--- config.mk ---
export PLATFORM = sky130hd
export DESIGN_NAME = uart_rx_ctrl
export DESIGN_NICKNAME = d
export VERILOG_FILES = /design/src/rtl/uart_pkg.sv /design/src/rtl/sync_fifo.sv /design/src/rtl/uart_rx_ctrl.sv
export SDC_FILE = /design/constraint.sdc
export NUM_CORES = 1
export LEC_CHECK = 0
export CAP_MARGIN = 20
export CORE_ASPECT_RATIO = 1.75
export CORE_MARGIN = 8
export CORE_UTILIZATION = 55
export CTS_CLUSTER_SIZE = 20
export DETAILED_ROUTE_END_ITERATION = 16
export DONT_BUFFER_PORTS = 1
export PLACE_DENSITY = 0.73
export SLEW_MARGIN = 20
export SYNTH_ARGS = -nofsm -noshare
export SYNTH_HDL_FRONTEND = slang
export SYNTH_SLANG_ARGS = --single-unit
--- constraint.sdc ---
create_clock -name sample_clk -period 2.6 [get_ports sample_clk]
set_input_delay 0.78 -clock sample_clk [delete_from_list [all_inputs] [get_ports sample_clk]]
set_output_delay 0.78 -clock sample_clk [all_outputs]
set_load 0.01 [all_outputs]
--- src/rtl/uart_pkg.sv ---
// Shared types and constants for the UART receive path.
package uart_pkg;

    typedef enum logic [1:0] {
        OFF       = 2'd0,
        WAIT_IDLE = 2'd1,
        RUN       = 2'd2,
        RECOVER   = 2'd3
    } rx_ctrl_state_t;

    localparam int DEFAULT_DATA_WIDTH = 32'd8;

endpackage

--- src/rtl/sync_fifo.sv ---
// First-word fall-through synchronous FIFO; a push into a full FIFO only
// succeeds when a pop happens on the same edge.
module sync_fifo #(
    parameter int WIDTH = 8,
    parameter int DEPTH = 8
) (
    input  logic                     clk,
    input  logic                     rst_n,
    input  logic                     push,
    input  logic                     pop,
    input  logic [WIDTH-1:0]         din,
    output logic [WIDTH-1:0]         dout,
    output logic                     full,
    output logic                     empty,
    output logic [$clog2(DEPTH):0]   count
);

    localparam int AW = $clog2(DEPTH);

    logic [WIDTH-1:0] mem_r [DEPTH];
    logic [AW-1:0]    wr_ptr_r;
    logic [AW-1:0]    rd_ptr_r;
    logic [AW:0]      count_r;
    logic             push_ok_s;
    logic             pop_ok_s;

    // Accept/reject decisions for this edge.
    always_comb begin
        pop_ok_s  = pop && !empty;
        push_ok_s = push && (!full || pop_ok_s);
    end

    assign empty = (count_r == (AW+1)'(0));
    assign full  = (count_r == (AW+1)'(DEPTH));
    assign count = count_r;
    assign dout  = empty ? {WIDTH{1'b0}} : mem_r[rd_ptr_r];

    // Storage, pointers and occupancy.
    always_ff @(posedge clk or negedge rst_n) begin
        if (!rst_n) begin
            for (int i = 0; i < DEPTH; i++) begin
                mem_r[i] <= {WIDTH{1'b0}};
            end
            wr_ptr_r <= AW'(0);
            rd_ptr_r <= AW'(0);
            count_r  <= (AW+1)'(0);
        end else begin
            if (push_ok_s) begin
                mem_r[wr_ptr_r] <= din;
                wr_ptr_r        <= wr_ptr_r + AW'(1);
            end
            if (pop_ok_s) begin
                rd_ptr_r <= rd_ptr_r + AW'(1);
            end
            case ({push_ok_s, pop_ok_s})
                2'b10:   count_r <= count_r + (AW+1)'(1);
                2'b01:   count_r <= count_r - (AW+1)'(1);
                default: count_r <= count_r;
            endcase
        end
    end

endmodule

--- src/rtl/uart_rx_ctrl.sv ---
// Supervisor for uart_receiver: gates its reset on line idleness, recovers it
// after stop-bit errors and buffers completed frames for a valid/ready sink.
module uart_rx_ctrl
    import uart_pkg::*;
#(
    parameter int DATA_WIDTH_NUMBER = DEFAULT_DATA_WIDTH,
    parameter int FIFO_DEPTH        = 8,
    parameter int IDLE_SAMPLES      = 20,
    parameter int RECOVER_CYCLES    = 4,
    parameter int ERR_CNT_WIDTH     = 8
) (
    input  logic                           sample_clk,
    input  logic                           rst_n,
    input  logic                           enable,
    input  logic                           line_in,
    input  logic [DATA_WIDTH_NUMBER-1:0]   rx_data,
    input  logic                           rx_done,
    input  logic                           rx_error,
    output logic                           rx_rst_n,
    output logic [DATA_WIDTH_NUMBER-1:0]   m_data,
    output logic                           m_valid,
    input  logic                           m_ready,
    output logic [$clog2(FIFO_DEPTH):0]    fifo_count,
    output logic                           overrun,
    input  logic                           clr_status,
    output logic [ERR_CNT_WIDTH-1:0]       err_cnt,
    output logic                           busy
);

    localparam int IDLE_W = $clog2(IDLE_SAMPLES + 1);
    localparam int REC_W  = $clog2(RECOVER_CYCLES + 1);

    rx_ctrl_state_t           state_r;
    logic                     rx_rst_n_r;
    logic                     prev_rst_r;
    logic                     err_prev_r;
    logic [IDLE_W-1:0]        idle_cnt_r;
    logic [REC_W-1:0]         rec_cnt_r;
    logic                     overrun_r;
    logic [ERR_CNT_WIDTH-1:0] err_cnt_r;

    logic                     link_up_s;
    logic                     done_q_s;
    logic                     err_q_s;
    logic                     err_edge_s;
    logic                     pop_s;
    logic                     ovr_evt_s;
    logic                     full_s;
    logic                     empty_s;

    // Receiver outputs float while it is in reset, so only a solid 1 seen
    // after a full cycle out of reset counts.
    always_comb begin
        link_up_s  = (state_r == RUN) && prev_rst_r;
        done_q_s   = (rx_done === 1'b1) && link_up_s;
        err_q_s    = (rx_error === 1'b1) && link_up_s;
        err_edge_s = err_q_s && !err_prev_r;
        pop_s      = !empty_s && m_ready;
        ovr_evt_s  = done_q_s && full_s && !pop_s;
    end

    sync_fifo #(
        .WIDTH (DATA_WIDTH_NUMBER),
        .DEPTH (FIFO_DEPTH)
    ) u_fifo (
        .clk   (sample_clk),
        .rst_n (rst_n),
        .push  (done_q_s),
        .pop   (pop_s),
        .din   (rx_data),
        .dout  (m_data),
        .full  (full_s),
        .empty (empty_s),
        .count (fifo_count)
    );

    // Control FSM; rx_rst_n is registered with the state so it rises on RUN entry.
    always_ff @(posedge sample_clk or negedge rst_n) begin
        if (!rst_n) begin
            state_r    <= OFF;
            rx_rst_n_r <= 1'b0;
            idle_cnt_r <= IDLE_W'(0);
            rec_cnt_r  <= REC_W'(0);
        end else if (!enable) begin
            state_r    <= OFF;
            rx_rst_n_r <= 1'b0;
        end else begin
            case (state_r)
                OFF: begin
                    state_r    <= WAIT_IDLE;
                    idle_cnt_r <= IDLE_W'(0);
                    rx_rst_n_r <= 1'b0;
                end
                WAIT_IDLE: begin
                    if (line_in) begin
                        if (idle_cnt_r == IDLE_W'(IDLE_SAMPLES - 1)) begin
                            state_r    <= RUN;
                            rx_rst_n_r <= 1'b1;
                        end else begin
                            idle_cnt_r <= idle_cnt_r + IDLE_W'(1);
                        end
                    end else begin
                        idle_cnt_r <= IDLE_W'(0);
                    end
                end
                RUN: begin
                    if (err_edge_s) begin
                        state_r    <= RECOVER;
                        rec_cnt_r  <= REC_W'(0);
                        rx_rst_n_r <= 1'b0;
                    end else begin
                        rx_rst_n_r <= 1'b1;
                    end
                end
                RECOVER: begin
                    if (rec_cnt_r == REC_W'(RECOVER_CYCLES - 1)) begin
                        state_r    <= WAIT_IDLE;
                        idle_cnt_r <= IDLE_W'(0);
                    end else begin
                        rec_cnt_r <= rec_cnt_r + REC_W'(1);
                    end
                    rx_rst_n_r <= 1'b0;
                end
                default: begin
                    state_r    <= OFF;
                    rx_rst_n_r <= 1'b0;
                end
            endcase
        end
    end

    // Error edge tracking plus sticky overrun and saturating error count;
    // a new event beats a coincident clear.
    always_ff @(posedge sample_clk or negedge rst_n) begin
        if (!rst_n) begin
            prev_rst_r <= 1'b0;
            err_prev_r <= 1'b0;
            overrun_r  <= 1'b0;
            err_cnt_r  <= ERR_CNT_WIDTH'(0);
        end else begin
            prev_rst_r <= rx_rst_n_r;
            err_prev_r <= rx_rst_n_r ? err_q_s : 1'b0;
            if (ovr_evt_s) begin
                overrun_r <= 1'b1;
            end else if (clr_status) begin
                overrun_r <= 1'b0;
            end
            if (err_edge_s) begin
                if (clr_status) begin
                    err_cnt_r <= ERR_CNT_WIDTH'(1);
                end else if (err_cnt_r != {ERR_CNT_WIDTH{1'b1}}) begin
                    err_cnt_r <= err_cnt_r + ERR_CNT_WIDTH'(1);
                end
            end else if (clr_status) begin
                err_cnt_r <= ERR_CNT_WIDTH'(0);
            end
        end
    end

    assign rx_rst_n = rx_rst_n_r;
    assign m_valid  = !empty_s;
    assign overrun  = overrun_r;
    assign err_cnt  = err_cnt_r;
    assign busy     = (state_r == RUN);

endmodule
==> results.sh, run 1 <==
export IMPL_final_common_cell="dfrtp_1"
export IMPL_ff2ff_path_depth=12
export IMPL_die_h_um=140
export IMPL_fmax_ghz=0.403
export IMPL_critPathLaunchType="flip-flop"
export IMPL_antenna_found_initial=0
export IMPL_synth_avg_cell_area_um2=13.3
export IMPL_synth_cells=361
export IMPL_cts_buffer_depth=2
export IMPL_period_share_pct=95.4
export IMPL_cts_sinks=96
export IMPL_final_util_pct=62.3
export IMPL_endpoint_kind="primary output"
export IMPL_grt_pass1_wl_um=15800
export IMPL_fp_coreArea_um2=8560
export IMPL_die_w_um=86.6
export IMPL_nets=407
export IMPL_drcViolationCount=0
export IMPL_yosysSeqAreaShare_pct=50.1
export IMPL_r2r_start="state_r[0]$_DFFE_PN0P_"
export IMPL_ys_warn_count=0
export IMPL_cts_resized=0
export IMPL_hold_path_class="input port to asynchronous set/reset pin"
export IMPL_synth_seq_cells=96
export IMPL_io_pins=40
export IMPL_r2r_slack_ps=200
export IMPL_grt_pass1_vias=3044
export IMPL_arrival_ps=1700
export IMPL_drtIter0Drc=144
export IMPL_hold_viol=0
export IMPL_relSlewSlack_pct=63.2
export IMPL_postRouteAntennaNets=0
export IMPL_cap_violations=0
export IMPL_antenna_cells=0
export IMPL_cts_setup_buffers=0
export IMPL_required_ps=1820
export IMPL_track_usage_pct=16.8
export IMPL_placementRows=45
export IMPL_ctsHoldBuffers=0
export IMPL_final_cell_mix="96 x dfrtp_1, 65 x mux2_2, 22 x nor2_1"
export IMPL_synth_distinct_cells=51
export IMPL_rsz0062_at_grt="false"
export IMPL_wirelength_um=9530
export IMPL_cts_tree="done"
export IMPL_reg2reg_to="u_fifo.count[2]$_DFFE_PN0P_"
export IMPL_clk_transition_reported_paths_ps=60
export IMPL_setup_tns_ps=0
export IMPL_leakage_uw=0.00248
export IMPL_clock_latency_ps=340
export IMPL_avgRoutedWirePerCell_um=19.1
export IMPL_power_density_nw_per_um2=863
export IMPL_root_buffer="clkbuf_16"
export IMPL_dr_pass1_iters=5
export IMPL_place_port_buffers=0
export IMPL_critPathKind="flip-flop to primary output"
export IMPL_holdWs_ps=141
export IMPL_setup_violations=0
export IMPL_via_count=2929
export IMPL_start_util_pct=56.1
export IMPL_globalplace_congestion=0.810
export IMPL_drive_gt1_share_pct=33.5
export IMPL_status="finished clean"
export IMPL_syn_to_final_growth_pct=11.1
export IMPL_syn_nets=391
export IMPL_worst_pin_slew_ps=553
export IMPL_grt_max_degree=97
export IMPL_grt_overflow=0
export IMPL_ir_worst_vdd_v=0.000700
export IMPL_h_tree_depth=3
export IMPL_vias_per_cell=5.87
export IMPL_critPathMaxFanout=10
export IMPL_die_area_um2=12100
export IMPL_power_uw=4600
export IMPL_min_period_ps=2480
export IMPL_slew_violations=0
export IMPL_dp_hpwl_um=6570
export IMPL_crit_start="u_fifo.rd_ptr_r[0]$_DFFE_PN0P_"
export IMPL_cts_buffers=9
export IMPL_synth_cell_area_um2=4800
export IMPL_finalClockSkew_ps=5.80
## synthesized netlist by cell type, drive strengths merged
master,n,share of area [%]
a2111oi,1,0.18
a211oi,3,0.47
a21boi,1,0.16
a21oi,8,0.83
a22o,4,0.73
a311oi,3,0.55
a31o,1,0.18
a31oi,1,0.44
and2,2,0.26
and3,2,0.26
and4,2,0.37
and4b,3,0.63
buf,10,0.91
clkbuf,3,0.23
dfrtp,96,50
ha,14,3.6
inv,9,0.76
mux2,66,15
mux2i,11,2.3
mux4,16,7.5
nand2,17,1.3
nand2b,2,0.26
nand3,11,1.3
nand3b,4,0.63
nand4,2,0.26
nand4b,1,0.18
nor2,23,1.9
nor2b,4,0.52
nor3,4,0.76
nor4,4,0.96
nor4b,3,1.5
nor4bb,2,0.42
o21ai,10,1.0
o22ai,1,0.13
o311ai,2,0.37
o31ai,1,0.16
or2,1,0.13
or3,1,0.13
or3b,1,0.18
xnor2,6,1.1
xor2,5,0.91
## worst max-delay path: stages, from the launching register on
cell and delay, ps:
dfrtp_1 340, buf_4 220, mux4_2 530, mux2i_1 160, nor2_1 110
## flip-flops by register name (all words and copies together) (netlist names)
name	cells
u_fifo.wr_ptr_r	3
rec_cnt_r	3
idle_cnt_r	5
u_fifo.mem_r	64
u_fifo.count	4
rx_rst_n	1
overrun	1
err_cnt	8
state_r	2
prev_rst_r	1
err_prev_r	1
u_fifo.rd_ptr_r	3
## final cells by class
class	count	area (µm²)
timing repair buffer	18	135
clock inverter	5	53.8
sequential	96	2400
tap	117	146
multi-input combinational	243	2310
inverter	9	36.3
clock buffer	11	253
fill	672	3230
## where the power goes
group | internal [µW] | switching, µW | total [µW]
Combinational | 619 | 535 | 1150
Clock | 796 | 540 | 1340
Sequential | 1760 | 358 | 2110
Total | 3170 | 1430 | 4600
## kinds of logic after synthesis
kind of cell	count (synthesis)	synth area share, %
flip-flops	96	50.1
multiplexers	93	25.3
AND/OR/NAND/NOR	89	11.9
AO/OA/AOI/OAI	36	5.24
buffers and inverters	22	1.90
adder cells (fa/ha/maj)	14	3.65
XOR/XNOR	11	2.01
## worst max-delay path by stage
stage / endpoint / slack, ps / depth (start not counted)
final: m_data[0] / 120 / 4
after global routing: m_data[0] / 5 / 4
after CTS: m_data[3] / 90 / 4
after detailed placement: u_fifo.count[3]$_DFFE_PN0P_ / 100 / 9
after global placement: u_fifo.count[2]$_DFFE_PN0P_ / 190 / 10
after floorplan: u_fifo.count[2]$_DFFE_PN0P_ / 30 / 10
## layer usage
metal | global-route usage [%] | vias up | wire length, µm
met2 | 28.9 | 44 | 5130
met4 | 6.30 | 0 | 175
met3 | 4.42 | 12 | 355
met1 | 19.3 | 1506 | 3870
met5 | 0 | - | 0
li1 | - | 1367 | -
## through the flow
step | cells | area, µm² | setup WS [ps]
2_1_floorplan | 361 | 4800 | 32.9
3_3_place_gp | 481 | 5010 | 193
3_5_place_dp | 481 | 5010 | 98.1
4_1_cts | 497 | 5320 | 94.7
5_1_grt | 499 | 5330 | 4.75
6_report | 499 | 5330 | 120
Power figures use the tool's default switching activity.
==> inputs of run 2 (changes only) <==
--- a/config.mk
+++ b/config.mk
@@ -12,8 +12,10 @@
 export CTS_CLUSTER_SIZE = 20
 export DETAILED_ROUTE_END_ITERATION = 16
 export DONT_BUFFER_PORTS = 1
-export PLACE_DENSITY = 0.73
+export GPL_ROUTABILITY_DRIVEN = 1
+export PLACE_DENSITY = 0.7
 export SLEW_MARGIN = 20
 export SYNTH_ARGS = -nofsm -noshare
 export SYNTH_HDL_FRONTEND = slang
 export SYNTH_SLANG_ARGS = --single-unit
+export TNS_END_PERCENT = 30
==> constraint.sdc (replaced) <==
create_clock -name sample_clk -period 2.9 [get_ports sample_clk]
set_input_delay 0.87 -clock sample_clk [delete_from_list [all_inputs] [get_ports sample_clk]]
set_output_delay 0.87 -clock sample_clk [all_outputs]
set_load 0.01 [all_outputs]
==> run 2 against run 1 <==
Clock skew increased by 1.4 ps; flip-flop and latch count unchanged; die area unchanged; final area decreased by 0.99%; non-clock buffer count decreased by 7; largest cell class unchanged.
==> results.sh, run 2 (same netlist as run 1, synthesis figures left out) <==
export IMPL_status="finished clean"
export IMPL_drcViolationCount=0
export IMPL_place_port_buffers=0
export IMPL_cts_tree="done"
export IMPL_fmax_ghz=0.374
export IMPL_avgRoutedWirePerCell_um=19.3
export IMPL_track_usage_pct=17.2
export IMPL_power_density_nw_per_um2=771
export IMPL_grt_max_degree=97
export IMPL_r2r_start="state_r[0]$_DFFE_PN0P_"
export IMPL_rsz0062_at_grt="false"
export IMPL_postRouteAntennaNets=0
export IMPL_arrival_ps=1800
export IMPL_r2r_slack_ps=350
export IMPL_nets=400
export IMPL_worst_pin_slew_ps=683
export IMPL_grt_overflow=0
export IMPL_grt_pass1_wl_um=16200
export IMPL_period_share_pct=92.1
export IMPL_slew_violations=0
export IMPL_cts_resized=0
export IMPL_dp_cells=476
export IMPL_antenna_cells=0
export IMPL_clk_transition_reported_paths_ps=60
export IMPL_final_cells=492
export IMPL_die_w_um=86.6
export IMPL_die_h_um=140
export IMPL_dr_pass1_iters=4
export IMPL_critPathKind="flip-flop to primary output"
export IMPL_drtIter0Drc=130
export IMPL_ir_worst_vdd_v=0.000461
export IMPL_ff2ff_path_depth=12
export IMPL_finalClockSkew_ps=7.24
export IMPL_grt_pass1_vias=3175
export IMPL_setup_tns_ps=0
export IMPL_hold_viol=0
export IMPL_vias_per_cell=5.91
export IMPL_largest_reg_flops=64
export IMPL_path_buf_inv=1
export IMPL_wirelength_um=9490
export IMPL_h_tree_depth=3
export IMPL_min_period_ps=2670
export IMPL_path_delay_family="flip-flops"
export IMPL_syn_to_final_growth_pct=10.0
export IMPL_cts_buffer_depth=2
export IMPL_die_area_um2=12100
export IMPL_endpoint_kind="primary output"
export IMPL_cap_violations=0
export IMPL_required_ps=2030
export IMPL_cts_buffers=9
export IMPL_globalplace_congestion=0.799
export IMPL_setup_violations=0
export IMPL_fillers=703
export IMPL_antenna_found_initial=0
export IMPL_clock_latency_ps=340
export IMPL_reg2reg_to="u_fifo.count[2]$_DFFE_PN0P_"
export IMPL_fp_coreArea_um2=8560
export IMPL_critPathLaunchType="flip-flop"
export IMPL_top_register="u_fifo.mem_r"
export IMPL_cpPeakStageDelay_ps=640
export IMPL_via_count=2906
export IMPL_cp_slowest_cell="dfrtp_1"
export IMPL_cts_sinks=96
export IMPL_relSlewSlack_pct=54.1
export IMPL_root_buffer="clkbuf_16"
export IMPL_start_util_pct=56.1
export IMPL_ctsHoldBuffers=0
export IMPL_hold_path_class="input port to asynchronous set/reset pin"
export IMPL_cp_cell_sequence="buf_4, mux4_2, mux2i_1, nor2_1"
export IMPL_cts_setup_buffers=0
export IMPL_critPathMaxFanout=10
export IMPL_placementRows=45
export IMPL_io_pins=40
export IMPL_dp_hpwl_um=6660
export IMPL_final_cell_mix="96 x dfrtp_1, 65 x mux2_2, 22 x nor2_1"
export IMPL_drive_gt1_share_pct=32.3
export IMPL_leakage_uw=0.00243
export IMPL_final_common_cell="dfrtp_1"
run 2: changes by cell type in the layout (fill, tap and decap cells not counted), sizes merged:
cell,change
clkinvlp,+3
buf,-7
inv,-1
bufinv,-1
clkbuf,+1
clkinv,-2
run 2: where the power goes:
part | internal (µW) | switching, µW | total, µW
logic | 560 | 457 | 1020
clock network | 650 | 485 | 1130
registers | 1570 | 343 | 1920
run 2: cell type report:
cell class / instances / area (µm²) / share of cell area (%)
well taps: 117 / 146 / 2.77
inverters: 9 / 36.3 / 0.687
repair buffers: 11 / 95.1 / 1.80
multi-input cells: 243 / 2310 / 43.7
clock inverters: 4 / 27.5 / 0.521
flip-flops and latches: 96 / 2400 / 45.5
clock buffers: 12 / 267 / 5.05
run 2: worst max path at each step:
stage                                         from                          end  cells after the start
floorplan              u_fifo.count[1]$_DFFE_PN0P_  u_fifo.count[2]$_DFFE_PN0P_                     10
global placement                           rx_done  u_fifo.count[2]$_DFFE_PN0P_                     10
detailed placement                         rx_done  u_fifo.count[2]$_DFFE_PN0P_                     10
CTS                 u_fifo.rd_ptr_r[1]$_DFFE_PN0P_                    m_data[7]                      4
global route        u_fifo.rd_ptr_r[1]$_DFFE_PN0P_                    m_data[4]                      4
finish              u_fifo.rd_ptr_r[1]$_DFFE_PN0P_                    m_data[7]                      4
run 2: per-layer routing:
metal / vias up / GRT usage, % / routed length [µm]
met1: 1483 / 19.2 / 3820
met3: 16 / 3.54 / 339
met4: 0 / 7.12 / 192
met5: - / 0 / 0
met2: 55 / 30.4 / 5140
li1: 1352 / - / -
run 2: worst register-to-register path, stage by stage, from the launching register on:
cell     delay [ps]
dfrtp_1         410
inv_1           120
ha_1            200
nand3_2         130
a31oi_4         240
inv_4           140
ha_1            270
xor2_1          180
ha_1            200
a21oi_1         160
xor2_1          180
nor2_1           70
xor2_1          140
run 2: per-stage QoR:
step           worst slack [ps]  total power [µW]  area, µm²  util [%]  hold WS, ps
2_1_floorplan               333              2690       4800         -          448
3_3_place_gp                305              2930       4990      58.3          465
3_5_place_dp                205              2980       4990      58.3          475
4_1_cts                     196              4120       5280      61.7          208
5_1_grt                     118              4310       5280      61.7          206
6_report                    228              4070       5280      61.7          228
